File: config.mk
export PLATFORM = sky130hd
export DESIGN_NAME = id_stage_ctrl_flat
export DESIGN_NICKNAME = d
export VERILOG_FILES = /design/src/rtl/id_stage_ctrl_pkg.sv /design/src/rtl/id_stage_ctrl_if.sv /design/src/rtl/id_stage_ctrl_src_use.sv /design/src/rtl/id_stage_ctrl.sv /design/src/flat_wrapper.sv
export SDC_FILE = /design/constraint.sdc
export NUM_CORES = 1
export LEC_CHECK = 0
export CORE_MARGIN = 5
export CORE_UTILIZATION = 42
export CTS_CLUSTER_DIAMETER = 120
export DETAILED_ROUTE_END_ITERATION = 7
export PLACE_DENSITY = 0.78
export SYNTH_ARGS = -nofsm -noshare
export SYNTH_HDL_FRONTEND = slang
export SYNTH_HIERARCHICAL = 1
export SYNTH_SLANG_ARGS = --single-unit
File: constraint.sdc
create_clock -name clk -period 2.5 [get_ports clk]
set_input_delay 0.5 -clock clk [delete_from_list [all_inputs] [get_ports clk]]
set_output_delay 0.5 -clock clk [all_outputs]
set_load 0.005 [all_outputs]
File: src/rtl/id_stage_ctrl_pkg.sv
// Shared decode-stage definitions: RV32 major opcodes (inst[6:2]), the NOP encoding
// and the ID controller state enum.
package id_stage_ctrl_pkg;

  localparam int unsigned OPC_W = 5;
  localparam int unsigned REG_W = 5;
  localparam int unsigned INST_W = 32;

  localparam logic [OPC_W-1:0] OP_I_LOAD = 5'b00000;
  localparam logic [OPC_W-1:0] OP_FLW    = 5'b00001;
  localparam logic [OPC_W-1:0] OP_AUIPC  = 5'b00101;
  localparam logic [OPC_W-1:0] OP_S_TYPE = 5'b01000;
  localparam logic [OPC_W-1:0] OP_FSW    = 5'b01001;
  localparam logic [OPC_W-1:0] OP_R_TYPE = 5'b01100;
  localparam logic [OPC_W-1:0] OP_LUI    = 5'b01101;
  localparam logic [OPC_W-1:0] OP_B_TYPE = 5'b11000;
  localparam logic [OPC_W-1:0] OP_JALR   = 5'b11001;
  localparam logic [OPC_W-1:0] OP_JAL    = 5'b11011;
  localparam logic [OPC_W-1:0] OP_CSR    = 5'b11100;

  // addi x0,x0,0
  localparam logic [INST_W-1:0] NOP_INST = 32'h0000_0013;

  typedef enum logic [1:0] {
    ST_EMPTY = 2'd0,
    ST_FULL  = 2'd1,
    ST_HAZ   = 2'd2
  } id_state_e;

endpackage

File: src/rtl/id_stage_ctrl_if.sv
// Fetch -> ID -> EX hand-off bundle. The slave modport is the ID controller; the
// master modport is its pipeline neighbourhood (fetch and EX).
interface id_stage_ctrl_if #(
  parameter int unsigned XLEN = 32
);
  logic            if_valid;
  logic            if_ready;
  logic [31:0]     if_inst;
  logic [XLEN-1:0] if_pc;
  logic            flush;
  logic            ex_ready;
  logic            ex_valid;
  logic            ex_is_load;
  logic [4:0]      ex_rd;
  logic            id_valid;
  logic [31:0]     id_inst;
  logic [XLEN-1:0] id_pc;
  logic [4:0]      id_rs1;
  logic [4:0]      id_rs2;
  logic [4:0]      id_rd;
  logic            hazard_stall;

  modport master (
    output if_valid, if_inst, if_pc, flush, ex_ready, ex_valid, ex_is_load, ex_rd,
    input  if_ready, id_valid, id_inst, id_pc, id_rs1, id_rs2, id_rd, hazard_stall
  );

  modport slave (
    input  if_valid, if_inst, if_pc, flush, ex_ready, ex_valid, ex_is_load, ex_rd,
    output if_ready, id_valid, id_inst, id_pc, id_rs1, id_rs2, id_rd, hazard_stall
  );
endinterface

File: src/rtl/id_stage_ctrl_src_use.sv
// Opcode -> source-register usage decode, used to qualify load-use hazard detection.
module id_src_use
  import id_stage_ctrl_pkg::*;
(
  input  logic [OPC_W-1:0] opcode,
  output logic             use_rs1,
  output logic             use_rs2
);

  always_comb begin
    use_rs1 = 1'b1;
    use_rs2 = 1'b0;
    if ((opcode == OP_LUI) || (opcode == OP_AUIPC) || (opcode == OP_JAL)) begin
      use_rs1 = 1'b0;
    end
    if ((opcode == OP_R_TYPE) || (opcode == OP_S_TYPE) || (opcode == OP_B_TYPE)) begin
      use_rs2 = 1'b1;
    end
  end

endmodule

File: src/rtl/id_stage_ctrl.sv
// Decode-stage controller: IF/ID pipeline register, load-use bubble insertion,
// branch flush and stall-cycle counting.
module id_stage_ctrl #(
  parameter int unsigned XLEN     = 32,
  parameter int unsigned CNT_W    = 32,
  parameter logic [31:0] NOP_INST = id_stage_ctrl_pkg::NOP_INST
) (
  input  logic             clk,
  input  logic             rst,
  id_stage_ctrl_if.slave   bus,
  output logic [CNT_W-1:0] stall_cnt
);
  import id_stage_ctrl_pkg::*;

  id_state_e       state;
  logic [31:0]     inst_q;
  logic [XLEN-1:0] pc_q;
  logic            use_rs1;
  logic            use_rs2;
  logic            full;
  logic            hz;
  logic            adv;
  logic            stall_inc;

  id_src_use u_src_use (
    .opcode  (inst_q[6:2]),
    .use_rs1 (use_rs1),
    .use_rs2 (use_rs2)
  );

  // Hazard / advance decode from the held instruction and the EX-stage occupant
  always_comb begin
    full = (state == ST_FULL);
    hz   = full && bus.ex_valid && bus.ex_is_load && (bus.ex_rd != 5'd0) &&
           ((use_rs1 && (inst_q[19:15] == bus.ex_rd)) ||
            (use_rs2 && (inst_q[24:20] == bus.ex_rd)));
    adv       = (state == ST_EMPTY) || (full && !hz && bus.ex_ready);
    stall_inc = full && (hz || !bus.ex_ready);
  end

  assign bus.if_ready     = adv && !bus.flush && !rst;
  assign bus.id_valid     = full && !hz;
  assign bus.hazard_stall = full && hz;
  assign bus.id_inst      = inst_q;
  assign bus.id_pc        = pc_q;
  assign bus.id_rs1       = inst_q[19:15];
  assign bus.id_rs2       = inst_q[24:20];
  assign bus.id_rd        = inst_q[11:7];

  // Flush outranks everything; a HAZ cycle always returns to FULL with the same word
  always_ff @(posedge clk) begin
    if (rst) begin
      state     <= ST_EMPTY;
      inst_q    <= NOP_INST;
      pc_q      <= '0;
      stall_cnt <= '0;
    end else begin
      if (!bus.flush && stall_inc) begin
        stall_cnt <= stall_cnt + CNT_W'(1);
      end
      if (bus.flush) begin
        state  <= ST_EMPTY;
        inst_q <= NOP_INST;
      end else if (adv && bus.if_valid) begin
        state  <= ST_FULL;
        inst_q <= bus.if_inst;
        pc_q   <= bus.if_pc;
      end else if (adv) begin
        state <= ST_EMPTY;
      end else if (full && hz) begin
        state <= ST_HAZ;
      end else if (state == ST_HAZ) begin
        state <= ST_FULL;
      end
    end
  end

endmodule
File: src/flat_wrapper.sv
// flat-port wrapper written by rule: the top's interface ports become plain ports
module id_stage_ctrl_flat import id_stage_ctrl_pkg::*;
#(
  parameter int unsigned XLEN     = 32,
  parameter int unsigned CNT_W    = 32,
  parameter logic [31:0] NOP_INST = id_stage_ctrl_pkg::NOP_INST
)
  (clk, rst, stall_cnt, bus_if_valid, bus_if_inst, bus_if_pc, bus_flush, bus_ex_ready, bus_ex_valid, bus_ex_is_load, bus_ex_rd, bus_if_ready, bus_id_valid, bus_id_inst, bus_id_pc, bus_id_rs1, bus_id_rs2, bus_id_rd, bus_hazard_stall);
  id_stage_ctrl_if #(.XLEN(XLEN)) bus_i ();
  input  logic clk;
  input  logic rst;
  output logic [CNT_W-1:0] stall_cnt;
  input wire logic [$bits(bus_i.if_valid)-1:0] bus_if_valid;
  input wire logic [$bits(bus_i.if_inst)-1:0] bus_if_inst;
  input wire logic [$bits(bus_i.if_pc)-1:0] bus_if_pc;
  input wire logic [$bits(bus_i.flush)-1:0] bus_flush;
  input wire logic [$bits(bus_i.ex_ready)-1:0] bus_ex_ready;
  input wire logic [$bits(bus_i.ex_valid)-1:0] bus_ex_valid;
  input wire logic [$bits(bus_i.ex_is_load)-1:0] bus_ex_is_load;
  input wire logic [$bits(bus_i.ex_rd)-1:0] bus_ex_rd;
  output wire logic [$bits(bus_i.if_ready)-1:0] bus_if_ready;
  output wire logic [$bits(bus_i.id_valid)-1:0] bus_id_valid;
  output wire logic [$bits(bus_i.id_inst)-1:0] bus_id_inst;
  output wire logic [$bits(bus_i.id_pc)-1:0] bus_id_pc;
  output wire logic [$bits(bus_i.id_rs1)-1:0] bus_id_rs1;
  output wire logic [$bits(bus_i.id_rs2)-1:0] bus_id_rs2;
  output wire logic [$bits(bus_i.id_rd)-1:0] bus_id_rd;
  output wire logic [$bits(bus_i.hazard_stall)-1:0] bus_hazard_stall;
  assign bus_i.if_valid = bus_if_valid;
  assign bus_i.if_inst = bus_if_inst;
  assign bus_i.if_pc = bus_if_pc;
  assign bus_i.flush = bus_flush;
  assign bus_i.ex_ready = bus_ex_ready;
  assign bus_i.ex_valid = bus_ex_valid;
  assign bus_i.ex_is_load = bus_ex_is_load;
  assign bus_i.ex_rd = bus_ex_rd;
  assign bus_if_ready = bus_i.if_ready;
  assign bus_id_valid = bus_i.id_valid;
  assign bus_id_inst = bus_i.id_inst;
  assign bus_id_pc = bus_i.id_pc;
  assign bus_id_rs1 = bus_i.id_rs1;
  assign bus_id_rs2 = bus_i.id_rs2;
  assign bus_id_rd = bus_i.id_rd;
  assign bus_hazard_stall = bus_i.hazard_stall;
  id_stage_ctrl #(.XLEN(XLEN), .CNT_W(CNT_W), .NOP_INST(NOP_INST)) u_core (.clk(clk), .rst(rst), .bus(bus_i), .stall_cnt(stall_cnt));
endmodule
==> run summary, run 1 <==
synth cell count leaders = 98 x dfxtp_1, 75 x nor2_1, 64 x mux2i_1
worst clock skew on the final layout = 0.0137 ns
Overflow after GRT = 0
timing-limited maximum frequency = 406 MHz
Slew Limit Headroom = 53.3%
dominant combinational cell family by area after synthesis = simple AND/OR/NAND/NOR gates
unrepaired setup endpoints after global routing = yes
fraction of final layout cells sized beyond drive strength 1 = 10.3%
kind of critical path = input port to primary output
setup slack of the worst register-to-register path = 0.20 ns
number of library cell types mapped by synthesis = 46
maximum fanout encountered on the critical timing path = 2
share of the clock period used by the worst path = 98.6%
hold-fix buffers at CTS = 0
net count of the mapped netlist = 546
Synth Area in XOR/XNOR = 2.21%
standby leakage power = 2.43 nW
clk_lat worst skew = 0.35 ns
PortBufs = 189
Worst Hold Path Cells = 2
worst min path class = flop to flop
Post-synth top flop = dfxtp_1
length of the first detailed-routing pass in iterations = 5
area share of the leading cell type in the synthesized netlist = 45.1%
simple-gate share of the synthesized area = 20.0%
count of endpoints failing hold in the final timing report = 0
TritonCTS Buffers = 9
H-tree levels = 3
average wire length per cell after detail routing = 16.6 um
synthesized-area fraction occupied by ao, oa, aoi and oai cells = 10.9%
initial detailed-routing violation count = 291
half-perimeter wire length after detailed placement = 9900 um
effective utilization at floorplan = 42.5%
most area-consuming cells after synthesis = dfxtp_1 45%, mux2i_1 15%, nor2_1 6.5%, a21oi_1 3.6%, buf_4 2.8%
TritonCTS clock tree = built
max-slew violation total from the final report = 0
endpoint of the worst register-to-register path = u_core/stall_cnt[28]$_SDFFE_PP0P_
global-route wire length before repair = 21300 um
count of unresolved DRC violations after routing = 0
ys async rst share = 0%
Total Wirelength = 13300 um
Yosys top cell by area = dfxtp_1
run status = finished, final reports clean
maximum number of pins on one net before global-route repair = 68
fraction of synthesized area in multiplexers = 15.2%
via count of the first global-routing pass = 4286
type of origin of the critical path = input port
Clock Tree Root = clkbuf_8
Post-Place Cells = 783
Die H = 112 um
worst supply voltage drop on vdd = 274 uV
Core Box Area = 10200 um^2
hold path startpoint = u_core/bus.id_inst[1]$_SDFFE_PP1P_
vias after detailed routing = 4201
proportion of synthesized chip area in sequential cells = 45.1%
#FFs+latches synth = 98
filler-free cell count of the finished design = 804
Sinks on Clock Net = 98
EDFF count, synth = 0
Arrival @ worst endpoint = 1.96 ns
Layout Nets = 740
maximum buffer depth of the clock tree = 2
Final Util = 65.2%
post-CTS clock slew at the launch and capture registers of the worst setup and hold paths = 0.08 ns
Routability Congestion = 0.848
I/O pins = 190
Avg Synthesized Cell Area = 9.28 um^2
number of placement rows = 37
Min-Delay Endpoint = u_core/bus.id_inst[1]$_SDFFE_PP1P_
YS warnings = 6
dominant cell by count in the synthesized netlist = dfxtp_1
depth of the most critical reg-to-reg path = 8
category of the worst setup path capture point = primary output
Min Clock Period, post-route = 2.46 ns
area of the mapped netlist = 4350 um^2
Max-Cap Viols = 0
Worst Max-Slew Pin Slew = 0.701 ns
vias per cell = 5.23
post-synthesis instance total = 469
R2R Path Start = u_core/bus.id_inst[18]$_SDFFE_PP0P_
pwr dens = 476 nW/um^2
Synth Area in Adders = 0.288%
antenna violations before repair = 0
diode insertion count for antenna repair = 0
area growth from synthesis to layout = 53.4%
sum of negative setup slack = 0 ns
post-route ant nets = 0
Die Span X = 112 um
all-layer global routing usage = 20.6%
Setup violations, final = 0
area of the die = 12500 um^2
required time of the critical path = 2.00 ns
-- where the power goes --
part	internal [W]	switching [W]	leakage, nW	total (W)
logic	0.000285	0.000171	1.53	0.000456
registers	0.00160	0.0000311	0.797	0.00163
clock network	0.000563	0.000520	0.107	0.00108
total	0.00245	0.000723	2.43	0.00318
-- per-stage QoR --
step | hold slack (ns) | setup slack (ns) | power [W] | instance area (um^2)
global placement | 0.454 | -0.563 | 0.00211 | 6410
finish | 0.478 | 0.0359 | 0.00318 | 6670
CTS | 0.483 | 0.00112 | 0.00322 | 6650
global route | 0.517 | -0.0149 | 0.00333 | 6670
detailed placement | 0.462 | -0.627 | 0.00212 | 6410
floorplan | 0.465 | 0.223 | 0.00185 | 4350
-- worst max-delay path by stage --
stage | from | endpoint | depth (start not counted)
6_report | bus_ex_rd[4] | bus_if_ready | 7
5_1_grt | u_core/bus.id_inst[5]$_SDFFE_PP0P_ | bus_hazard_stall | 6
4_1_cts | bus_ex_rd[4] | bus_if_ready | 7
3_5_place_dp | bus_ex_rd[1] | bus_if_ready | 6
3_3_place_gp | bus_ex_rd[1] | bus_id_valid | 7
2_1_floorplan | bus_ex_rd[1] | u_core/bus.id_pc[10]$_SDFFE_PP0P_ | 7
-- critical path, cell delays in order --
cell	delay, ns
clkdlybuf4s15_2	0.19
or4_4	0.53
o211ai_2	0.18
buf_4	0.15
a21boi_2	0.06
a211oi_2	0.20
buf_2	0.15
-- per-layer routing --
layer	wire length [um]	global-route usage [%]	share of wire [%]
met2	6500	36.0	49
met5	0	0	0
met3	890	4.46	6.7
met1	5610	24.0	42
met4	313	9.33	2.3
-- layout by cell type, fill, tap and decap left out, drive strengths merged, types with 3 or more instances in the layout --
| cell | synthesis | layout |
|---|---|---|
| and2 | 5 | 5 |
| mux2i | 64 | 64 |
| nor2 | 75 | 75 |
| inv | 5 | 5 |
| o31ai | 14 | 14 |
| dfxtp | 98 | 98 |
| o21ai | 13 | 13 |
| nand4b | 3 | 3 |
| or4 | 15 | 15 |
| clkbuf | 15 | 11 |
| nor4 | 4 | 4 |
| nand3 | 11 | 11 |
| a21oi | 33 | 33 |
| nand4 | 14 | 14 |
| or3 | 9 | 9 |
| dlygate4sd2 | 0 | 3 |
| clkdlybuf4s50 | 0 | 180 |
| buf | 24 | 36 |
| clkdlybuf4s15 | 0 | 3 |
| and3 | 4 | 4 |
| clkinv | 0 | 3 |
| nand2 | 25 | 25 |
| xnor2 | 11 | 11 |
-- layout make-up --
type	count	area, um^2
flip-flops and latches	98	1960
clock inverters	5	78.8
inverters	5	18.8
clock buffers	11	131
well taps	136	170
fillers	863	3560
multi-input cells	327	2150
repair buffers	222	2160
-- logic make-up after synthesis --
logic type | after synthesis
adders and majority gates | 1
xor gates and xnor gates | 11
DFF | 98
AOI/OAI and AO/OA | 73
buffers and inverters | 44
muxes | 66
and+or+nand+nor | 176
-- what timing repair did --
item / in CTS / in global routing
endpoints found under the setup margin: 35 / 5
pin swaps: 6 / 3
gates resized for setup: 20 / 4
buffers inserted: 4 / 1
-- state kept, by name (all words and copies together), names as in the netlist --
register and flops:
u_core/bus.id_pc 32, u_core/stall_cnt 32, u_core/bus.id_inst 32, u_core/state 2
No activity file was read; power rests on OpenSTA's default activity.
==> run 2, diff against run 1 <==
--- a/config.mk
+++ b/config.mk
@@ -7,9 +7,9 @@
 export LEC_CHECK = 0
 export CORE_MARGIN = 5
 export CORE_UTILIZATION = 42
-export CTS_CLUSTER_DIAMETER = 120
 export DETAILED_ROUTE_END_ITERATION = 7
-export PLACE_DENSITY = 0.78
+export PLACE_DENSITY = 0.91
+export SKIP_CTS_REPAIR_TIMING = 1
 export SYNTH_ARGS = -nofsm -noshare
 export SYNTH_HDL_FRONTEND = slang
 export SYNTH_HIERARCHICAL = 1
==> run 2 against run 1 <==
Cell count is 0.50% lower. Critical path depth is 4 higher. Sequential power hardly changed. Design area is 0.39% lower. Clock power is 6% lower. Sequential share of layout area is 0.097 points higher. Maximum frequency is 1.3% higher. Wire length is 0.21% lower. Hold slack better by 0.010 ns. Flip-flop and latch count stayed put. Total power is 2.4% lower. Highest routed layer is now met5.
==> run summary, run 2 (synthesized netlist as in run 1, its figures left out) <==
via count of the first global-routing pass = 4259 (-0.63%)
power dissipated by switching net loads = 0.000818 W (+13%)
maximum buffer depth of the clock tree = 2 (unchanged)
TritonCTS Buffers = 9 (unchanged)
setup slack of the worst register-to-register path = 0.15 ns (-0.05 ns)
Worst Max-Slew Pin Slew = 0.695 ns (-0.00530 ns)
diode insertion count for antenna repair = 0 (unchanged)
net switching fraction of the power = 26.4% (+3.6 points)
maximum fanout encountered on the critical timing path = 33 (+31)
standby leakage power = 2.44 nW (+0.27%)
timing-limited maximum frequency = 411 MHz (+1.3%)
Total Wirelength = 13300 um (-0.21%)
R2R Path Start = u_core/bus.id_inst[5]$_SDFFE_PP0P_
Core Box Area = 10200 um^2 (unchanged)
all-layer global routing usage = 20.3% (-0.29 points)
crit path to = u_core/stall_cnt[15]$_SDFFE_PP0P_
fraction of final layout cells sized beyond drive strength 1 = 9.79% (-0.54 points)
category of the worst setup path capture point = flop
count of unresolved DRC violations after routing = 0 (unchanged)
maximum number of pins on one net before global-route repair = 68 (unchanged)
PortBufs = 189 (unchanged)
length of the first detailed-routing pass in iterations = 5 (unchanged)
area of the die = 12500 um^2 (unchanged)
worst supply voltage drop on vdd = 352 uV (+29%)
post-route cell area = 6650 um^2 (-0.39%)
Slew Limit Headroom = 53.7% (+0.35 points)
leading cell type in the layout, fill and taps excluded = clkdlybuf4s50_1
Max-Cap Viols = 0 (unchanged)
effective utilization at floorplan = 42.5% (unchanged)
required time of the critical path = 2.79 ns (+0.79 ns)
clk_lat worst skew = 0.38 ns (+0.03 ns)
initial detailed-routing violation count = 338 (+16%)
register share of total power = 52.8% (+1.3 points)
kind of critical path = input port to flop
Arrival @ worst endpoint = 2.72 ns (+0.76 ns)
commonest cells after routing, fill and taps aside = 181 x clkdlybuf4s50_1, 98 x dfxtp_1, 74 x nor2_1
Routability Congestion = 0.880 (+3.7%)
worst min path class = flop to flop
vias after detailed routing = 4248 (+1.1%)
Post-Place Cells = 783 (unchanged)
post-route ant nets = 0 (unchanged)
global-route wire length before repair = 21000 um (-1.6%)
post-CTS clock slew at the launch and capture registers of the worst setup and hold paths = 0.12 ns (+0.04 ns)
Setup violations, final = 0 (unchanged)
Die Span X = 112 um (unchanged)
antenna violations before repair = 1 (+1)
H-tree levels = 3 (unchanged)
clock group share of total power = 32.5% (-1.6 points)
Min Clock Period, post-route = 2.43 ns (-0.0322 ns)
Sinks on Clock Net = 98 (unchanged)
filler-free cell count of the finished design = 800 (-0.50%)
endpoint of the worst register-to-register path = u_core/stall_cnt[15]$_SDFFE_PP0P_
share of the clock period used by the worst path = 97.3% (-1.3 points)
vias per cell = 5.31 (+1.6%)
Layout Nets = 736 (-0.54%)
area growth from synthesis to layout = 52.8%
half-perimeter wire length after detailed placement = 9940 um (+0.46%)
Die H = 112 um (unchanged)
number of placement rows = 37 (unchanged)
Clock Tree Root = clkbuf_8
type of origin of the critical path = input port
pwr dens = 466 nW/um^2 (-2.0%)
I/O pins = 190 (unchanged)
depth of the most critical reg-to-reg path = 9 (+1)
Power Total = 0.00310 W (-2.4%)
run status = finished, final reports clean
average wire length per cell after detail routing = 16.6 um (+0.29%)
Overflow after GRT = 0 (unchanged)
worst setup path start = bus_ex_rd[0]
TritonCTS clock tree = built
max-slew violation total from the final report = 0 (unchanged)
combinational cell fraction of total power = 14.7% (+0.3 points)
post-place instance area = 6420 um^2 (+0.20%)
count of endpoints failing hold in the final timing report = 0 (unchanged)
Power Internal = 0.00228 W (-7.0%)
worst clock skew on the final layout = 0.0188 ns (+0.00506 ns)
[run 2: layer usage]
metal	share of wire, %	GRT usage, %
met1	39	22.7
met2	52	36.5
met3	6.8	4.46
met4	2.9	9.49
met5	0.098	0
[run 2: worst max-delay path: stages]
cell	delay, ns
clkdlybuf4s50_1	0.55
buf_4	0.15
o211ai_4	0.08
buf_6	0.13
buf_4	0.12
nor2_1	0.17
a21oi_2	0.10
buf_12	0.18
buf_4	0.18
or3_1	0.36
a21oi_1	0.18
[run 2: stage by stage]
step / utilization (%) / hold WS, ns / worst slack [ns] / TNS [ns]
finish: 65.0 / 0.488 / 0.0682 / 0
global route: 65.0 / 0.522 / -0.00368 / -0.00368
CTS: 64.7 / 0.502 / -0.598 / -1.52
detailed placement: 62.8 / 0.481 / -0.570 / -26.88
global placement: 62.8 / 0.470 / -0.532 / -24.57
floorplan: - / 0.465 / 0.223 / 0
[run 2: how the worst min path moves through the flow]
stage                                  startpoint  depth (start not counted)                                  to
2_1_floorplan        u_core/state[0]$_SDFFE_PP0P_                          1        u_core/state[1]$_SDFFE_PP0P_
3_3_place_gp   u_core/bus.id_inst[1]$_SDFFE_PP1P_                          2  u_core/bus.id_inst[1]$_SDFFE_PP1P_
3_5_place_dp   u_core/bus.id_inst[1]$_SDFFE_PP1P_                          2  u_core/bus.id_inst[1]$_SDFFE_PP1P_
4_1_cts              u_core/state[0]$_SDFFE_PP0P_                          1        u_core/state[1]$_SDFFE_PP0P_
6_report             u_core/state[0]$_SDFFE_PP0P_                          1        u_core/state[1]$_SDFFE_PP0P_
5_1_grt              u_core/state[0]$_SDFFE_PP0P_                          1        u_core/state[1]$_SDFFE_PP0P_
[run 2: final cells by class]
type	instances	area (um^2)
fillers	802	3580
clock buffers	9	124
well taps	136	170
flip-flops and latches	98	1960
inverters	5	18.8
clock inverters	7	67.6
repair buffers	218	2150
multi-input cells	327	2150
[run 2: power by group through the flow]
stage / registers, W / clock network, W / logic, W
final: 0.00164 / 0.00101 / 0.000456
after global routing: 0.00164 / 0.00111 / 0.000488
after CTS: 0.00164 / 0.00104 / 0.000457
after detailed placement: 0.00167 / 0 / 0.000453
after global placement: 0.00167 / 0 / 0.000443
after floorplan: 0.00167 / 0 / 0.000181
==> run 3, diff against run 2 <==
--- a/config.mk
+++ b/config.mk
@@ -5,10 +5,10 @@
 export SDC_FILE = /design/constraint.sdc
 export NUM_CORES = 1
 export LEC_CHECK = 0
-export CORE_MARGIN = 5
-export CORE_UTILIZATION = 42
+export CORE_UTILIZATION = 40
+export CTS_CLUSTER_DIAMETER = 50
 export DETAILED_ROUTE_END_ITERATION = 7
-export PLACE_DENSITY = 0.91
+export PLACE_DENSITY = 0.88
 export SKIP_CTS_REPAIR_TIMING = 1
 export SYNTH_ARGS = -nofsm -noshare
 export SYNTH_HDL_FRONTEND = slang
==> run 3 against run 2 <==
Core utilization down 0.94 points. Via count about the same. Global-route usage increased by 2.2 points. Total power rose by 2.1%. Flip-flop and latch count stayed put. Non-clock buffer count rose by 1. Largest cell class unchanged. Design area up 0.34%. Cell count up 0.13%.
==> run summary, run 3 (synthesized netlist as in run 1, its figures left out) <==
TritonCTS Buffers = 9 (unchanged)
Clock Tree Root = clkbuf_8
Layout Nets = 737 (+0.14%)
length of the first detailed-routing pass in iterations = 5 (unchanged)
leading cell type in the layout, fill and taps excluded = clkdlybuf4s50_1
kind of critical path = input port to primary output
area growth from synthesis to layout = 53.3%
met2 demand-to-capacity share in global routing = 41.7% (+5.2 points)
TritonCTS clock tree = built
Filler cells = 823 (+2.6%)
maximum number of pins on one net before global-route repair = 68 (unchanged)
area of combinational cells with multiple inputs = 2150 um^2 (-0.12%)
required time of the critical path = 2.00 ns (-0.79 ns)
Arrival @ worst endpoint = 1.96 ns (-0.76 ns)
Max-Cap Viols = 0 (unchanged)
initial detailed-routing violation count = 240 (-29%)
vias per cell = 5.31 (about the same)
worst min path class = flop to flop
average wire length per cell after detail routing = 16.2 um (-2.3%)
Min Clock Period, post-route = 2.46 ns (+0.0256 ns)
GR met3 Demand/Resource = 4.23% (-0.23 points)
count of endpoints failing hold in the final timing report = 0 (unchanged)
worst supply voltage drop on vdd = 289 uV (-18%)
area of the die = 11300 um^2 (-9.6%)
Slew Limit Headroom = 54.8% (+1.1 points)
GR met1 Demand/Resource = 24.3% (+1.7 points)
maximum buffer depth of the clock tree = 2 (unchanged)
post-route ant nets = 0 (unchanged)
max-slew violation total from the final report = 0 (unchanged)
clk_lat worst skew = 0.36 ns (-0.02 ns)
fraction of final layout cells sized beyond drive strength 1 = 9.92% (+0.14 points)
share of the clock period used by the worst path = 98.3% (+1.0 points)
depth of the most critical reg-to-reg path = 8 (-1)
Routability Congestion = 0.866 (-1.6%)
Die H = 106 um (-4.9%)
I/O pins = 190 (unchanged)
crit path to = bus_if_ready
R2R Path Start = u_core/bus.id_inst[21]$_SDFFE_PP0P_
global route hottest layer = met2
Total Wirelength = 13000 um (-2.2%)
post-route cell area = 6670 um^2 (+0.34%)
standby leakage power = 2.47 nW (+1.4%)
Core Box Area = 10400 um^2 (+1.8%)
all-layer global routing usage = 22.5% (+2.2 points)
diode insertion count for antenna repair = 0 (unchanged)
maximum fanout encountered on the critical timing path = 2 (-94%)
post-CTS clock slew at the launch and capture registers of the worst setup and hold paths = 0.09 ns (-0.03 ns)
Overflow after GRT = 0 (unchanged)
setup slack of the worst register-to-register path = 0.17 ns (+0.02 ns)
commonest cells after routing, fill and taps aside = 181 x clkdlybuf4s50_1, 97 x dfxtp_1, 74 x nor2_1
Power Total = 0.00316 W (+2.1%)
post-place setup slack = -0.554 ns (+0.0154 ns)
flip-flop and latch area = 1960 um^2 (about the same)
effective utilization at floorplan = 41.8% (-0.76 points)
timing-limited maximum frequency = 407 MHz (-1.0%)
antenna violations before repair = 0 (-1)
category of the worst setup path capture point = primary output
pwr dens = 474 nW/um^2 (+1.7%)
number of placement rows = 37 (unchanged)
post-place instance area = 6400 um^2 (-0.31%)
type of origin of the critical path = input port
PortBufs = 189 (unchanged)
sum of negative setup slack = 0 ns (unchanged)
via count of the first global-routing pass = 4269 (+0.23%)
run status = finished, final reports clean
Die Span X = 106 um (-4.9%)
H-tree levels = 3 (unchanged)
worst clock skew on the final layout = 0.0126 ns (-0.00619 ns)
Setup violations, final = 0 (unchanged)
Worst Max-Slew Pin Slew = 0.678 ns (-0.0169 ns)
worst setup path start = bus_ex_rd[1]
count of unresolved DRC violations after routing = 0 (unchanged)
vias after detailed routing = 4251 (+0.071%)
fin worst setup slack = 0.0426 ns (-0.0256 ns)
endpoint of the worst register-to-register path = u_core/stall_cnt[28]$_SDFFE_PP0P_
global-route wire length before repair = 20400 um (-3.1%)
Sinks on Clock Net = 98 (unchanged)
half-perimeter wire length after detailed placement = 9730 um (-2.1%)
-- run 3: worst min-delay path by stage --
stage | slack (ns) | end | cells after the start | startpoint
detailed placement | 0.46 | u_core/bus.id_inst[1]$_SDFFE_PP1P_ | 2 | u_core/bus.id_inst[1]$_SDFFE_PP1P_
CTS | 0.49 | u_core/bus.id_inst[1]$_SDFFE_PP1P_ | 2 | u_core/bus.id_inst[1]$_SDFFE_PP1P_
finish | 0.49 | u_core/bus.id_inst[0]$_SDFFE_PP1P_ | 2 | u_core/bus.id_inst[0]$_SDFFE_PP1P_
floorplan | 0.46 | u_core/state[1]$_SDFFE_PP0P_ | 1 | u_core/state[0]$_SDFFE_PP0P_
global placement | 0.46 | u_core/bus.id_inst[1]$_SDFFE_PP1P_ | 2 | u_core/bus.id_inst[1]$_SDFFE_PP1P_
global route | 0.51 | u_core/bus.id_inst[1]$_SDFFE_PP1P_ | 2 | u_core/bus.id_inst[1]$_SDFFE_PP1P_
-- run 3: through the flow --
stage	hold WS, ns	utilization [%]	cells
5_1_grt	0.513	64.0	801
6_report	0.488	64.0	801
3_3_place_gp	0.464	61.5	782
4_1_cts	0.486	63.5	798
3_5_place_dp	0.462	61.5	782
2_1_floorplan	0.465	-	469
-- run 3: layout make-up --
cell class / count / area share [%]
Multi-Input combinational cell: 327 / 32.2
Timing Repair Buffer: 219 / 32.4
Tap cell: 136 / 2.55
Clock inverter: 7 / 1.28
Clock buffer: 9 / 1.86
Sequential cell: 98 / 29.4
Inverter: 5 / 0.281
-- run 3: where the power goes --
group	switching, W	internal (W)	leakage, nW
combinational	0.000174	0.000286	1.57
sequential	0.0000306	0.00160	0.797
clock	0.000586	0.000482	0.0999
-- run 3: metal layers --
layer	up-vias	wire length (um)	share of wire, %
met2	171	6980	54
met1	2016	4870	37
li1	2036	-	-
met3	28	788	6.1
met4	0	362	2.8
met5	-	0	0
-- run 3: critical path, cell delays in order --
cell            delay (ns)
dlymetal6s2s_1        0.14
or4_4                 0.53
o211ai_2              0.22
buf_4                 0.14
a21boi_2              0.06
a211oi_2              0.21
buf_2                 0.15
